==> src/rtl/alu_simd_pkg.sv <==
// rtl/alu_simd_pkg.sv - shared SIMD ALU mode constants, segment layout and stage state type
package alu_simd_pkg;

  localparam logic [1:0] MODE_27X18   = 2'b00;
  localparam logic [1:0] MODE_SUM_9X9 = 2'b01;
  localparam logic [1:0] MODE_SUM_4X4 = 2'b10;
  localparam logic [1:0] MODE_SUM_2X2 = 2'b11;

  localparam int NUM_SEG = 8;
  // Bit widths of the ALU segments, seg0 first; they sum to the 45-bit datapath.
  localparam int SEG_WIDTH [NUM_SEG] = '{13, 4, 6, 4, 4, 4, 6, 4};

  typedef enum logic [1:0] {
    ST_IDLE,
    ST_ACC,
    ST_HOLD
  } state_t;

  // A segment has carried if either of its two carry-out bits is set.
  function automatic logic [NUM_SEG-1:0] seg_carry_or(input logic [2*NUM_SEG-1:0] carry);
    logic [NUM_SEG-1:0] r;
    for (int i = 0; i < NUM_SEG; i++) begin
      r[i] = carry[2*i] | carry[2*i+1];
    end
    return r;
  endfunction

endpackage

==> src/rtl/alu_simd_lane_flags.sv <==
// rtl/alu_simd_lane_flags.sv - maps per-segment sticky carries onto per-lane flags for a SIMD mode
module alu_simd_lane_flags
  import alu_simd_pkg::*;
(
  input  logic [1:0] mode,
  input  logic [7:0] seg_flag,
  output logic [7:0] lane_flag
);

  // Each lane reports the flag of its most significant segment.
  always_comb begin
    lane_flag = '0;
    case (mode)
      MODE_27X18:   lane_flag[0]   = seg_flag[7];
      MODE_SUM_9X9: lane_flag[1:0] = {seg_flag[7], seg_flag[3]};
      MODE_SUM_4X4: lane_flag[3:0] = {seg_flag[7], seg_flag[5], seg_flag[3], seg_flag[1]};
      default:      lane_flag      = seg_flag;
    endcase
  end

endmodule

==> src/rtl/alu_simd_accumulator_stage.sv <==
// rtl/alu_simd_accumulator_stage.sv - multi-beat accumulation stage with ALU feedback and result handshake
module alu_simd_accumulator_stage
  import alu_simd_pkg::*;
#(
  parameter int WIDTH = 45,
  parameter int LEN_W = 8
) (
  input  logic             clk,
  input  logic             reset_n,
  input  logic [1:0]       USE_SIMD,
  input  logic [LEN_W-1:0] acc_len,
  input  logic             in_valid,
  output logic             in_ready,
  input  logic [WIDTH-1:0] S,
  input  logic [15:0]      simd_carry_out,
  output logic [WIDTH-1:0] W_fb,
  output logic [15:0]      simd_carry_fb,
  output logic [WIDTH-1:0] P,
  output logic [7:0]       lane_flag,
  output logic             out_valid,
  input  logic             out_ready
);

  state_t           state, state_nxt;
  logic [WIDTH-1:0] acc_q;
  logic [15:0]      carry_q;
  logic [7:0]       seg_flag;
  logic [LEN_W-1:0] cnt;
  logic [LEN_W-1:0] len_q;
  logic [1:0]       mode_q;

  logic             accept;
  logic             first_beat;
  logic             last_beat;
  logic [LEN_W-1:0] len_first;
  logic [7:0]       seg_next;
  logic [1:0]       mode_sel;
  logic [7:0]       lane_next;

  assign accept     = in_valid && in_ready;
  assign first_beat = (state == ST_IDLE);
  assign len_first  = (acc_len == '0) ? LEN_W'(1) : acc_len;
  assign seg_next   = first_beat ? seg_carry_or(simd_carry_out)
                                 : (seg_flag | seg_carry_or(simd_carry_out));
  // The first beat uses the live mode because the latched copy is not yet written.
  assign mode_sel   = first_beat ? USE_SIMD : mode_q;
  // Compare one bit wider so cnt+1 cannot wrap at the maximum length.
  assign last_beat  = first_beat ? (len_first == LEN_W'(1))
                                 : (({1'b0, cnt} + (LEN_W+1)'(1)) == {1'b0, len_q});

  alu_simd_lane_flags u_lane_flags (
    .mode      (mode_sel),
    .seg_flag  (seg_next),
    .lane_flag (lane_next)
  );

  always_ff @(posedge clk or negedge reset_n) begin
    if (!reset_n) begin
      state <= ST_IDLE;
    end else begin
      state <= state_nxt;
    end
  end

  always_comb begin
    state_nxt     = state;
    in_ready      = 1'b1;
    out_valid     = 1'b0;
    W_fb          = '0;
    simd_carry_fb = '0;
    case (state)
      ST_IDLE: begin
        if (accept) state_nxt = last_beat ? ST_HOLD : ST_ACC;
      end
      ST_ACC: begin
        W_fb          = acc_q;
        simd_carry_fb = carry_q;
        if (accept && last_beat) state_nxt = ST_HOLD;
      end
      ST_HOLD: begin
        in_ready  = 1'b0;
        out_valid = 1'b1;
        if (out_ready) state_nxt = ST_IDLE;
      end
      default: state_nxt = ST_IDLE;
    endcase
  end

  always_ff @(posedge clk or negedge reset_n) begin
    if (!reset_n) begin
      acc_q     <= '0;
      carry_q   <= '0;
      seg_flag  <= '0;
      cnt       <= '0;
      len_q     <= '0;
      mode_q    <= '0;
      P         <= '0;
      lane_flag <= '0;
    end else if (accept) begin
      acc_q    <= S;
      carry_q  <= simd_carry_out;
      seg_flag <= seg_next;
      if (first_beat) begin
        mode_q <= USE_SIMD;
        len_q  <= len_first;
        cnt    <= LEN_W'(1);
      end else begin
        cnt <= cnt + LEN_W'(1);
      end
      if (last_beat) begin
        P         <= S;
        lane_flag <= lane_next;
      end
    end
  end

endmodule

==> config.mk <==
export PLATFORM = sky130hd
export DESIGN_NAME = alu_simd_accumulator_stage
export DESIGN_NICKNAME = d
export VERILOG_FILES = /design/src/rtl/alu_simd_pkg.sv /design/src/rtl/alu_simd_lane_flags.sv /design/src/rtl/alu_simd_accumulator_stage.sv
export SDC_FILE = /design/constraint.sdc
export NUM_CORES = 1
export LEC_CHECK = 0
export ABC_AREA = 1
export CORE_ASPECT_RATIO = 1.5
export CORE_UTILIZATION = 46
export CTS_CLUSTER_DIAMETER = 40
export DETAILED_ROUTE_END_ITERATION = 6
export GPL_ROUTABILITY_DRIVEN = 0
export MAX_ROUTING_LAYER = met4
export PLACE_DENSITY_LB_ADDON = 0.15
export SLEW_MARGIN = 20
export SYNTH_ARGS = -nofsm -noshare
export SYNTH_HDL_FRONTEND = slang
export SYNTH_SLANG_ARGS = --single-unit
==> constraint.sdc <==
create_clock -name clk -period 4.4 [get_ports clk]
set_clock_uncertainty 0.1 [all_clocks]
set_input_delay 1.32 -clock clk [delete_from_list [all_inputs] [get_ports clk]]
set_output_delay 1.32 -clock clk [all_outputs]
set_load 0.05 [all_outputs]
==> impl_metrics.toml <==
[global_routing]
grt_pass1_vias = 5441
grt-ovfl-total = 0
grt_usage = 0.246
grt_pass1_wl_um = 26300
grt_max_degree = 70
antenna_found_initial = 0

[finish]
diodes = 0
fin_area_um2 = 8820
syn_to_final_growth_pct = 42.3
drive_above_1_share = 0.0543
final_nets = 1039

[sta]
setup_tns_ns = 0
max_freq_mhz = 252
fin_crit_sh = 0.902
period_minus_slack_ns = 3.97
rsz0062_at_grt = "no"
hold_viol = 0
worstMarginPinSlew_ns = 0.844
setup_violations = 0
slew_violations = 0
worst_slack_ns = 0.431
slew_headroom = 0.436

[flow_run]
drv_cap = 0

[clock_tree]
root_buffer = "clkbuf_16"
post-cts-setup-buffers = 0
cts.sinks = 142
cts.htree.levels = 4
post_cts_resized = 0
cts_hold_buf = 0
cts_max_path_buffers = 2
numCtsBuffers = 17
cts.clk_slew.worst_paths_ns = 0.06
cts_tree = "yes"
clock_latency_ns = 0.41

[floorplan]
fp.dieArea_um2 = 14000
rows = 51
ios = 191
die_x_um = 96.8
coreArea_um2 = 13100
start_util = 0.474
die_h_um = 144

[run_status]
status = "completed"

[drt]
antenna_left = 0
initialDrtViolationCount = 296
vias = 5543
dr.pass1.iters = 5
routed_wl_um = 16100
drc = 0
viasPerCell = 4.88
wl_per_cell_um = 14.2

[hold_path]
hp-class = "register to register"

[placed_design]
portBuffers = 190
dpl_cell_area_um2 = 8230
pre_cts_ws_ns = 0.847
hpwl_um = 10900

[logic_synthesis]
synthFlopType = "dfrtp_1"
synth_area_leaders = "dfrtp_1 57%, nand2_1 17%, o21ai_0 7.2%, inv_1 5.9%, nor2_1 5.1%"
postSynthCellCount = 778
ys_ff_latch = 142
avgSynthCellArea_um2 = 7.97
ys_seq_area_frac = 0.573
yosysWarnings = 0
netlist_area_um2 = 6200
synth_edf_count = 0
synth_cell_type_count = 25
synth_area_leader_cell = "dfrtp_1"
async_flop_share = 1.00
yosysMostFrequentCell = "nand2_1"
ys_top_cells_by_count = "277 x nand2_1, 142 x dfrtp_1, 97 x inv_1"
yosysTopAreaCellShare = 0.573
syn_nets = 854

[worst_setup_path]
cp-end-kind = "output pin"
worst_ep_required_time_ns = 2.98
worstPathArrival_ns = 2.55
critPathKind = "register to output pin"
crit_path_start_kind = "register"
crit_fanout = 29

[power]
powerDensity_nw_per_um2 = 785
ir_worst_vdd_mv = 0.504
p_leak_nw = 4.28
==> placed cells by master, fill, tap and decap left out, types with 2 or more instances in the layout <==
master           instances
nand3_1                 16
nor2_1                  84
or2_2                    3
nand2_2                  2
nand2_1                277
nand4_1                  3
o22ai_1                  6
clkbuf_16               17
inv_6                    2
clkdlybuf4s50_1        189
o21ai_0                 89
a21oi_1                  6
o21ai_1                  7
clkbuf_8                 2
nor2_2                   2
inv_1                   97
dfrtp_1                142
inv_2                    2
bufinv_16                2
clkinvlp_4               3
clkinv_4                 3
clkinv_2                 2
buf_4                    9
==> critical path, cell delays in order (launching register included) <==
cell             delay [ns]
dfrtp_1                0.42
inv_1                  0.06
nor2_1                 0.14
inv_2                  0.24
buf_4                  0.29
nor2_1                 0.14
clkdlybuf4s50_1        0.82
==> cell type report <==
class | instances | area (um2)
repair buffers | 200 | 1990
multi-input cells | 502 | 2110
well taps | 159 | 199
fillers | 1102 | 4260
flip-flops and latches | 142 | 3550
clock buffers | 20 | 457
inverters | 100 | 378
clock inverters | 12 | 136
==> kinds of logic (layout without fill, tap and decap cells) <==
family,after synthesis,count (layout),synth area share
buf+inv,134,332,0.0882
compound gates,110,110,0.0914
flops,142,142,0.573
fa+ha+maj,1,1,0.00202
simple gates,391,391,0.245
==> stage by stage <==
| stage | total power [W] | hold WS, ns | instances | utilization |
|---|---|---|---|---|
| 2_1_floorplan | 0.00430 | 0.348 | 778 | - |
| 6_report | 0.00692 | 0.383 | 1135 | 0.674 |
| 3_3_place_gp | 0.00548 | 0.362 | 1103 | 0.629 |
| 3_5_place_dp | 0.00551 | 0.364 | 1103 | 0.629 |
| 5_1_grt | 0.00729 | 0.400 | 1135 | 0.674 |
| 4_1_cts | 0.00698 | 0.382 | 1135 | 0.674 |
==> sequential cells by signal (all words and copies together), names as in the netlist <==
name       count
P             45
len_q          8
lane_flag      8
cnt            8
state          2
mode_q         2
acc_q         45
seg_flag       8
carry_q       16
==> final timing paths <==
check / start / end / slack [ns] / cells after the start
setup / recovery: state[0] / W_fb[6] / 0.43 / 6
hold / removal: P[3] / P[3] / 0.38 / 2
setup reg to reg: state[0] / lane_flag[0] / 1.80 / 8
hold reg to reg: P[3] / P[3] / 0.38 / 2
max in group asynchronous: reset_n / P[20] / 2.63 / 2
min in group asynchronous: reset_n / carry_q[1] / 0.81 / 1
==> power breakdown <==
group	internal (W)	leakage [nW]	switching, W
Clock	0.000869	0.283	0.000556
Combinational	0.00108	2.23	0.00244
Sequential	0.00175	1.77	0.000230
==> per-layer routing <==
layer / GRT usage / up-vias / part of all wire
li1: - / 2749 / -
met1: 0.295 / 2593 / 0.42
met2: 0.403 / 171 / 0.49
met3: 0.0527 / 30 / 0.052
met4: 0.105 / 0 / 0.030
met5: - / - / 0
Power figures use the tool's default switching activity.
==> edit 1: new RTL, same settings <==
The 3 states of `state_t` get a one-hot encoding in 3 bits.
--- a/src/rtl/alu_simd_pkg.sv
+++ b/src/rtl/alu_simd_pkg.sv
@@ -10,10 +10,10 @@
   // Bit widths of the ALU segments, seg0 first; they sum to the 45-bit datapath.
   localparam int SEG_WIDTH [NUM_SEG] = '{13, 4, 6, 4, 4, 4, 6, 4};
 
-  typedef enum logic [1:0] {
-    ST_IDLE,
-    ST_ACC,
-    ST_HOLD
+  typedef enum logic [2:0] {
+    ST_IDLE = 3'b001,
+    ST_ACC  = 3'b010,
+    ST_HOLD = 3'b100
   } state_t;
 
   // A segment has carried if either of its two carry-out bits is set.
Check against the original RTL: no difference found for any inputs over 4 cycles, from zero or initial values and one cycle with reset_n low; so few cycles prove little.
==> edit 1 against the unedited design <==
- cell area is 0.84% higher
- die area up 1.9%
- fmax is 4.6% lower
- non-clock buffer count is 2 lower
- the run now ends with DRC left
- sequential share of layout area about the same
- register-to-register slack worse by 110 ps
- largest cell class unchanged
- total power is 12% lower
- sequential cell count is 1 higher
- area after synthesis rose by 1.9%
- via count rose by 1.0%
- worst setup slack worse by 190 ps
- routed wire length down 0.52%
==> edit 1: results (changes against the unedited design) <==
Status - finished with violations (was finished, final reports clean)
Failing checks - DRC
Sequential area share after synthesis - 0.5666 (was 0.5732)
Routed length per instance - 14.16 um (was 14.21 um)
Post-synthesis instance total - 781 (was 778)
Main area contributors after synthesis - dfrtp_1, nand2_1, o21ai_0 (unchanged)
Power Internal - 3.421 mW (was 3.697 mW)
Synthesized net count - 857 (was 854)
Number of global-route vias before repair - 5291 (was 5441)
Worst-Skew Late Latency - 420 ps
Worst-path fanout max - 44 (was 29)
Nets - 1034 (was 1039)
GRT Total Usage - 0.2445 (was 0.2457)
Final WL - 16.05 mm (was 16.13 mm)
# DRC - 30 (was 0)
Yosys warning count - 0 (unchanged)
DR iter-0 viols - 251 (was 296)
Layout cells sized above 1 - 0.05355 (was 0.05430)
Met2 WL post-DR - 8.267 mm (was 7.961 mm)
Inst Count DP - 1101 (was 1103)
Peak VDD IR - 385.7 uV (was 504.5 uV)
Post-CTS sizing - 0 (unchanged)
Ys flop type - dfrtp_1 (unchanged)
Largest net degree at the start of global routing - 96 (was 70)
Kind of critical path - register to output pin (unchanged)
Dpl hpwl - 11.13 mm (was 10.85 mm)
Metal3 WL - 782 um (was 842 um)
Filler cells - 1137 (was 1102)
Reg2reg path depth - 11 (was 8)
Setup crit end - W_fb[20] (was W_fb[6])
Worst r2r src - state[0] (unchanged)
CTS Buf Count - 17 (unchanged)
Leak Pwr - 4.304 nW (was 4.278 nW)
M1 WL - 6.615 mm (was 6.847 mm)
Worst-margin pin slew - 836.1 ps (was 843.6 ps)
Global-route wire length before repair - 26.39 mm (was 26.30 mm)
DR vias/cell - 4.942 (was 4.884)
DR pass1 iterations - 7 (was 5)
Worst path max stage delay - 700 ps (was 820 ps)
Post-synth top cells - nand2_1, dfrtp_1, inv_1 (unchanged)
Flop2flop setup slack - 1690 ps (was 1800 ps)
## edit 1: power by group through the flow
| stage | Sequential (mW) | Combinational (mW) | Clock, mW |
|---|---|---|---|
| finish | 1.91 | 2.78 | 1.40 |
| global route | 1.96 | 2.97 | 1.49 |
| CTS | 1.91 | 2.80 | 1.43 |
| detailed placement | 1.93 | 2.79 | 0 |
| global placement | 1.91 | 2.76 | 0 |
| floorplan | 2.58 | 1.19 | 0 |
## edit 1: layout make-up
type	count	area share
Sequential cell	143	0.4024
Multi-Input combinational cell	499	0.2453
Timing Repair Buffer	198	0.2221
Clock buffer	19	0.04980
Inverter	99	0.04178
Tap cell	162	0.02279
Clock inverter	13	0.01575
## edit 1: per-stage QoR
step	util	power, mW	worst slack (ps)
6_report	0.6604	6.090	239.1
5_1_grt	0.6604	6.419	61.16
4_1_cts	0.6604	6.139	188.5
3_5_place_dp	0.6172	4.718	657.0
3_3_place_gp	0.6172	4.671	685.6
2_1_floorplan	-	3.769	826.0
## edit 1: worst min-delay path by stage
stage,from,end,slack [ps],depth (start not counted)
2_1_floorplan,seg_flag[7],seg_flag[7],350,2
3_3_place_gp,P[25],P[25],350,2
3_5_place_dp,P[8],P[8],360,2
4_1_cts,P[37],P[37],370,2
5_1_grt,P[19],P[19],380,2
6_report,P[24],P[24],370,2
## edit 1: routing by layer
metal / vias to the layer above / global-route usage
met4: 0 / 0.1045
met1: 2624 / 0.2936
met5: - / -
met2: 156 / 0.4025
met3: 23 / 0.04611
li1: 2796 / -
## edit 1: cell families (layout without fill, tap and decap cells)
family	count (synthesis)	count (layout)	synth area share
adder cells (fa/ha/maj)	1	1	0.001980
AND/OR/NAND/NOR	390	390	0.2523
flip-flops	143	143	0.5666
buffers and inverters	139	329	0.08912
AO/OA/AOI/OAI	108	108	0.08992
==> edit 2: new RTL, same flow settings <==
Made on the original files. The parameter `WIDTH` goes from 45 to 41.
--- a/src/rtl/alu_simd_accumulator_stage.sv
+++ b/src/rtl/alu_simd_accumulator_stage.sv
@@ -2,7 +2,7 @@
 module alu_simd_accumulator_stage
   import alu_simd_pkg::*;
 #(
-  parameter int WIDTH = 45,
+  parameter int WIDTH = 41,
   parameter int LEN_W = 8
 ) (
   input  logic             clk,
Interface: changed (resized P, S and W_fb); port bits go from 191 to 179. The function was not compared with the original's and may differ.
==> edit 2 against the unedited design <==
- die area shrank 2.4%
- largest cell class unchanged
- worst setup slack gained 110 ps
- fmax grew 2.9%
- utilization shrank 1.2 points
- sequential cell count shrank 8
- critical path depth is the same
- hold slack lost 1.6 ps
- register-to-register slack gained 80 ps
- critical path type unchanged
- cell area shrank 3.2%
- combinational power shrank 11%
- total power shrank 7.6%
- largest power group unchanged
- routed wire length shrank 5.8%
- area after synthesis shrank 2.4%
==> edit 2: results (changes against the unedited design) <==
Status - finished, final reports clean (unchanged)
Worst r2r src - cnt[0] (was state[0])
Filler cells - 1063 (was 1102)
Peak VDD IR - 451.8 uV (was 504.5 uV)
Worst-path fanout max - 19 (was 29)
Leak Pwr - 4.181 nW (was 4.278 nW)
Dpl hpwl - 10.91 mm (was 10.85 mm)
Reg2reg path depth - 15 (was 8)
GRT Total Usage - 0.2453 (was 0.2457)
Met1 Usage GRT - 0.2787 (was 0.2953)
Number of global-route vias before repair - 5346 (was 5441)
Area Overhead vs Synth - 41.19% (was 42.28%)
DR pass1 iterations - 4 (was 5)
Critical Path AT - 2440 ps (was 2550 ps)
Worst path max stage delay - 840 ps (was 820 ps)
Synthesized net count - 811 (was 854)
Top Registers - P: 41 flops, acc_q: 41 flops, carry_q: 16 flops (was P: 45 flops, acc_q: 45 flops, carry_q: 16 flops)
Flop2flop setup slack - 1880 ps (was 1800 ps)
Sequential area share after synthesis - 0.5544 (was 0.5732)
M3 GR Usage - 0.05609 (was 0.05268)
DR vias/cell - 4.872 (was 4.884)
Layout cells sized above 1 - 0.08099 (was 0.05430)
Hold Startpoint - lane_flag[2] (was P[3])
WHS Endpoint - lane_flag[2] (was P[3])
Dpl ws - 971.0 ps (was 846.6 ps)
PortBufs - 178 (was 190)
Main area contributors after synthesis - dfrtp_1, nand2_1, inv_1 (was dfrtp_1, nand2_1, o21ai_0)
Post-synth top cells - nand2_1, inv_1, dfrtp_1 (was nand2_1, dfrtp_1, inv_1)
edit 2: kinds of logic after synthesis:
family,count (synthesis),synth area share
and+or+nand+nor,288,0.1897
buffers and inverters,173,0.1177
AOI/OAI and AO/OA,143,0.1361
DFF,134,0.5544
adders and majority gates,1,0.002068
edit 2: critical path: cells and delay by family, from the launching register on:
kind | cells | cell delay [ps]
buffers and inverters | 4 | 1300
DFF | 1 | 400
and+or+nand+nor | 2 | 310
edit 2: worst max-delay path by stage:
stage	cells after the start	end
finish	6	W_fb[5]
global route	6	W_fb[5]
global placement	6	W_fb[5]
detailed placement	11	P[28]
floorplan	6	W_fb[20]
CTS	6	W_fb[5]
edit 2: metrics by stage:
stage	util	instances	power [mW]	hold WS, ps
6_report	0.6625	1085	6.395	381.6
5_1_grt	0.6625	1085	6.732	399.2
4_1_cts	0.6625	1085	6.449	385.4
3_5_place_dp	0.6162	1054	4.992	370.4
3_3_place_gp	0.6162	1054	4.933	364.9
2_1_floorplan	-	739	3.919	353.0
edit 2: cell type report:
class	count	area [um^2]	share of cell area
sequential	134	3353	0.3927
tap	159	198.9	0.02330
clock buffer	19	442.9	0.05187
timing repair buffer	188	1871	0.2190
clock inverter	12	153.9	0.01802
multi-input combinational	432	1991	0.2331
inverter	141	529.3	0.06198
edit 2: report_power, final:
part / leakage (nW) / internal, mW / switching [mW]
Combinational: 2.19 / 0.985 / 2.14
Clock: 0.285 / 0.902 / 0.515
Sequential: 1.71 / 1.62 / 0.233
Total: 4.18 / 3.51 / 2.89
edit 2: layer usage:
layer  vias up  wire (um)
met1      2479       6124
met3        43        767
met2       160       7733
li1       2604          -
met5         -          0
met4         0        561
